===== src/rtl/mem_arbiter_pkg.sv =====
// Shared types and constants for the two-port memory arbiter.
package mem_arbiter_pkg;

  typedef enum logic [1:0] {
    StIdle   = 2'd0,
    StAccess = 2'd1,
    StAck    = 2'd2
  } state_e;

  localparam logic PORT_CPU = 1'b0;
  localparam logic PORT_AUX = 1'b1;

  localparam int unsigned LAT_W = 4;

endpackage


===== src/rtl/mem_arb_pick.sv =====
// Combinational winner selection between the two requesters.
// MEM_ARBITER_RR_EN: defined = round-robin on contention, undefined = port 0 fixed priority.
module mem_arb_pick
  import mem_arbiter_pkg::*;
(
  input  logic [1:0] req,
  input  logic       last_grant,
  output logic       valid,
  output logic       grant
);

`ifndef MEM_ARBITER_RR_EN
  // Fixed priority never looks at the grant history.
  logic unused_last_grant;
  assign unused_last_grant = last_grant;
`endif

  // Single requester always wins; contention resolved by the selected policy.
  always_comb begin
    valid = |req;
    grant = PORT_CPU;
    if (req == 2'b11) begin
`ifdef MEM_ARBITER_RR_EN
      grant = ~last_grant;
`else
      grant = PORT_CPU;
`endif
    end else if (req[1]) begin
      grant = PORT_AUX;
    end
  end

endmodule


===== src/rtl/mem_arbiter.sv =====
// Two-port arbiter/sequencer in front of a single-port memory.
// One grant at a time: IDLE -> ACCESS (MEM_LAT cycles) -> ACK (1 cycle) -> IDLE.
// MEM_ARBITER_RR_EN selects round-robin arbitration (see mem_arb_pick).
module mem_arbiter
  import mem_arbiter_pkg::*;
#(
  parameter int unsigned ADDR_W  = 32,
  parameter int unsigned DATA_W  = 32,
  parameter int unsigned MEM_LAT = 1
) (
  input  logic              CLK,
  input  logic              reset,
  input  logic              m0_req,
  input  logic              m1_req,
  input  logic              m0_we,
  input  logic              m1_we,
  input  logic [ADDR_W-1:0] m0_addr,
  input  logic [ADDR_W-1:0] m1_addr,
  input  logic [DATA_W-1:0] m0_wdata,
  input  logic [DATA_W-1:0] m1_wdata,
  output logic              m0_ack,
  output logic              m1_ack,
  output logic [DATA_W-1:0] m0_rdata,
  output logic [DATA_W-1:0] m1_rdata,
  output logic [ADDR_W-1:0] mem_addr,
  output logic              mem_read,
  output logic              mem_write,
  output logic [DATA_W-1:0] mem_datain,
  input  logic [DATA_W-1:0] mem_dataout,
  output logic              busy,
  output logic              last_grant
);

  state_e             state_q, state_d;
  logic               we_q;
  logic [ADDR_W-1:0]  addr_q;
  logic [DATA_W-1:0]  wdata_q;
  logic [LAT_W-1:0]   cnt_q, cnt_d;
  logic               last_grant_q;
  logic [DATA_W-1:0]  rdata0_q, rdata1_q;
  logic               pick_valid, pick_grant;
  logic               load;
  logic               last_cycle;

  mem_arb_pick u_pick (
    .req        ({m1_req, m0_req}),
    .last_grant (last_grant_q),
    .valid      (pick_valid),
    .grant      (pick_grant)
  );

  assign last_cycle = (state_q == StAccess) && (cnt_q == '0);

  // Next-state, latch enable and counter update.
  always_comb begin
    state_d = state_q;
    load    = 1'b0;
    cnt_d   = cnt_q;
    unique case (state_q)
      StIdle: begin
        if (pick_valid) begin
          state_d = StAccess;
          load    = 1'b1;
          cnt_d   = LAT_W'(MEM_LAT - 1);
        end
      end
      StAccess: begin
        if (cnt_q == '0) begin
          state_d = StAck;
        end else begin
          cnt_d = cnt_q - 1'b1;
        end
      end
      StAck:   state_d = StIdle;
      default: state_d = StIdle;
    endcase
  end

  // Memory strobes, acks and status decoded from the current state.
  always_comb begin
    mem_read  = 1'b0;
    mem_write = 1'b0;
    m0_ack    = 1'b0;
    m1_ack    = 1'b0;
    if (state_q == StAccess) begin
      mem_read  = ~we_q;
      mem_write = we_q & last_cycle;
    end
    if (state_q == StAck) begin
      m0_ack = (last_grant_q == PORT_CPU);
      m1_ack = (last_grant_q == PORT_AUX);
    end
  end

  assign busy       = (state_q != StIdle);
  assign last_grant = last_grant_q;
  assign mem_addr   = addr_q;
  assign mem_datain = wdata_q;
  assign m0_rdata   = rdata0_q;
  assign m1_rdata   = rdata1_q;

  // State register.
  always_ff @(posedge CLK) begin
    if (reset) begin
      state_q <= StIdle;
    end else begin
      state_q <= state_d;
    end
  end

  // Request latches, latency counter and per-port read data.
  always_ff @(posedge CLK) begin
    if (reset) begin
      we_q         <= 1'b0;
      addr_q       <= '0;
      wdata_q      <= '0;
      cnt_q        <= '0;
      last_grant_q <= PORT_AUX;
      rdata0_q     <= '0;
      rdata1_q     <= '0;
    end else begin
      cnt_q <= cnt_d;
      if (load) begin
        last_grant_q <= pick_grant;
        we_q         <= (pick_grant == PORT_AUX) ? m1_we    : m0_we;
        addr_q       <= (pick_grant == PORT_AUX) ? m1_addr  : m0_addr;
        wdata_q      <= (pick_grant == PORT_AUX) ? m1_wdata : m0_wdata;
      end
      if (last_cycle && !we_q) begin
        if (last_grant_q == PORT_AUX) begin
          rdata1_q <= mem_dataout;
        end else begin
          rdata0_q <= mem_dataout;
        end
      end
    end
  end

endmodule


===== config.mk =====
export PLATFORM = sky130hd
export DESIGN_NAME = mem_arbiter
export DESIGN_NICKNAME = d
export VERILOG_FILES = /design/src/rtl/mem_arbiter_pkg.sv /design/src/rtl/mem_arb_pick.sv /design/src/rtl/mem_arbiter.sv
export SDC_FILE = /design/constraint.sdc
export NUM_CORES = 1
export LEC_CHECK = 0
export CORE_UTILIZATION = 37
export CTS_BUF_LIST = sky130_fd_sc_hd__clkbuf_8
export CTS_CLUSTER_SIZE = 10
export DETAILED_ROUTE_END_ITERATION = 10
export GPL_TIMING_DRIVEN = 0
export PLACE_DENSITY = 0.81
export SLEW_MARGIN = 10
export SYNTH_ARGS = -nofsm -noshare
export SYNTH_HDL_FRONTEND = slang
export SYNTH_HIERARCHICAL = 1
export SYNTH_SLANG_ARGS = --single-unit

===== constraint.sdc =====
create_clock -name CLK -period 1.8 [get_ports CLK]
set_clock_uncertainty 0.1 [all_clocks]
set_input_delay 0.36 -clock CLK [delete_from_list [all_inputs] [get_ports CLK]]
set_output_delay 0.36 -clock CLK [all_outputs]
set_load 0.03 [all_outputs]

==> reports/results.ini <==
[setup_path]
required_ns=1.34
path_max_fanout=2
start_kind=flop
worstSetupPathType=reg -> out
crit_arrival_ns=1.52
critPathCaptureType=output pin

[cells_and_area]
drive_gt1_share_pct=11.0
final_util_pct=63.1
layout.cells.non_filler=1101
n_antenna_cell=0
fin_area_sq_um=9300
area_growth_pct=64.0
fillers=1303
layout.nets=1071

[power]
swShare_pct=36.5
p_switching_mw=3.64
p_leak_nw=4.23
seqPwrFrac_pct=37.4
clockPowerShare_pct=25.0
comb_power_share_pct=37.6
powerDensity_nw_per_um2=1070
p_int_mw=6.31
peakVddDrop_mv=0.574

[yosys]
synth_area_per_cell_sq_um=9.81
synth_nets=745
synth_edf_count=0
yosysTopAreaCellShare_pct=48.0
netlist_instances=578
synthArstFlopShare_pct=0
ys_warn_count=6
yosys-top-cells-area=dfxtp_1 (48%), mux2i_1 (23%), a211oi_1 (8.6%)
synth_cell_types=34
synth-seq-cells=136
syn_area_sq_um=5670
synthTopCellsByCount=dfxtp_1 (136), mux2i_1 (130), nand2_1 (99)
yosysTopAreaCell=dfxtp_1
synth_flop_cell=dfxtp_1
post-synth-top-count-cell=dfxtp_1
yosysSeqAreaShare_pct=48.0

[placement]
dp_slack_ns=-0.544
placed_area_sq_um=8890
place.gp.congestion=0.859
io_buffers=298
placed_cells=1060
hpwl_um=14200

[clock_tree]
htreeDepth=4
cts.sinks=136
cts_tree=built
clock_latency_ns=0.45
cts_max_path_buffers=2
hold_buffers=0
cts_buffers=17
path_clk_slew_ns=0.07
root_buffer=clkbuf_8

[grt]
antenna_found_initial=0
grt_use_total_pct=23.5
overflow=0
grt_pass1_wl_um=28500
grt_pass1_vias=5443
grt_max_degree=17

[drt]
route.vias.total=5371
drtAntennaViolNets=0
drc_errors=0
dr.first_iter.drc_count=169
via_per_inst=4.88
firstDrtPassIters=5
wl_um=18200
wire_per_inst_um=16.6

[timing]
max_slew_margin_pct=59.8
max_slew.worst_pin.slew_ns=0.603
min_period_ns=1.98
finalHoldViolCount=0
setup_ws_ns=-0.176
fin_hold_ws_ns=0.354
min_period_over_period_pct=110
rsz0062_at_grt=yes
max_freq_ghz=0.506
maxSlewViolCount=0
setup_viol=3

[floorplanning]
rows=44
die_x_um=126
io_pins=300
initial_core_util_pct=38.4
die_area_sq_um=15800
dieHeight_um=126
core-area_sq_um=14800

[run]
drv_cap=0

[outcome]
status=complete, but fails checks
violations=negative setup slack

[worst_hold_path]
hp-class=reg -> reg

## area by class of cell
type,count,area (sq um),share of cell area [%]
well taps,184,230,2.47
clock buffers,19,262,2.81
multi-input cells,390,2720,29.3
repair buffers,307,2900,31.1
flip-flops and latches,136,2730,29.3
clock inverters,13,130,1.40
inverters,3,11.3,0.121
plain buffers,49,324,3.48
## state kept, by name, indices dropped and copies added, names as in the netlist
signal and cells:
mem_addr 32, we_q 1, state_q 2, m1_rdata 32, last_grant 1, mem_datain 32
m0_rdata 32, cnt_q 4
## worst paths after layout
path	startpoint	to	slack (ns)	depth (start not counted)
worst max-delay path	cnt_q[0]	mem_write	-0.18	5
worst min-delay path	m1_rdata[10]	m1_rdata[10]	0.35	2
worst max register to register	cnt_q[0]	cnt_q[1]	0.03	6
worst min register to register	m1_rdata[10]	m1_rdata[10]	0.35	2
## power groups by stage
stage	logic (mW)	registers [mW]	clock network, mW
after CTS	3.68	3.72	2.54
final	3.75	3.72	2.48
after floorplan	1.34	4.63	0
after global placement	3.83	3.78	0
after detailed placement	3.86	3.80	0
after global routing	3.98	3.78	2.68
## through the flow
stage          setup TNS, ns  total power, mW
2_1_floorplan              0             5.98
3_3_place_gp          -27.10             7.61
3_5_place_dp          -30.44             7.66
4_1_cts               -0.276             9.93
5_1_grt               -0.986             10.4
6_report              -0.222             9.95
## worst max-delay path, stage by stage (launching register included)
cell and delay [ns]:
dfxtp_2 0.34, inv_2 0.07, ha_4 0.14, nor3b_4 0.19, and3_4 0.20, buf_6 0.13
## layer usage
layer  global-route usage (%)  part of all wire, %  vias to the layer above
met3                     6.37                  6.4                       40
met1                     24.3                   38                     2445
met5                        0                    0                        -
met2                     43.5                   53                      233
met4                     11.5                  3.5                        0
li1                         -                    -                     2653
## cell usage in the layout, fill, tap and decap left out, types with 2 or more instances in the layout
cell	synthesis	routed
mux2i_1	130	129
clkinv_4	0	3
clkinv_2	0	5
a211oi_2	1	3
dfxtp_2	0	4
buf_12	0	3
dlygate4sd2_1	0	128
a211oi_1	65	63
clkdlybuf4s50_1	0	164
clkbuf_4	1	3
nor2b_1	3	3
dfxtp_1	136	132
nor3b_4	1	3
clkbuf_8	0	19
buf_4	8	15
bufinv_16	0	2
buf_6	4	10
clkbuf_1	18	18
inv_2	1	3
buf_2	18	14
nand2_1	99	99
clkinvlp_4	0	2
nor2_1	65	65
nor4bb_1	2	2
and3b_1	2	2
o21ai_0	3	3
## cell families (layout without fill, tap and decap cells)
family / after synthesis / count (layout) / synth area share (%)
multiplexers: 130 / 130 / 22.9
adder cells (fa/ha/maj): 1 / 1 / 0.221
AND/OR/NAND/NOR: 186 / 186 / 14.2
AO/OA/AOI/OAI: 73 / 73 / 9.70
buffers and inverters: 52 / 391 / 4.96
flip-flops: 136 / 136 / 48.0
## what timing repair did
item | in CTS | in global routing
cloned | 0 | 1
endpoints found under the setup margin | 195 | 82
pin swaps | 2 | 4
resized for setup | 181 | 21
setup buffers | 5 | 3
No activity file was read; power rests on OpenSTA's default activity.
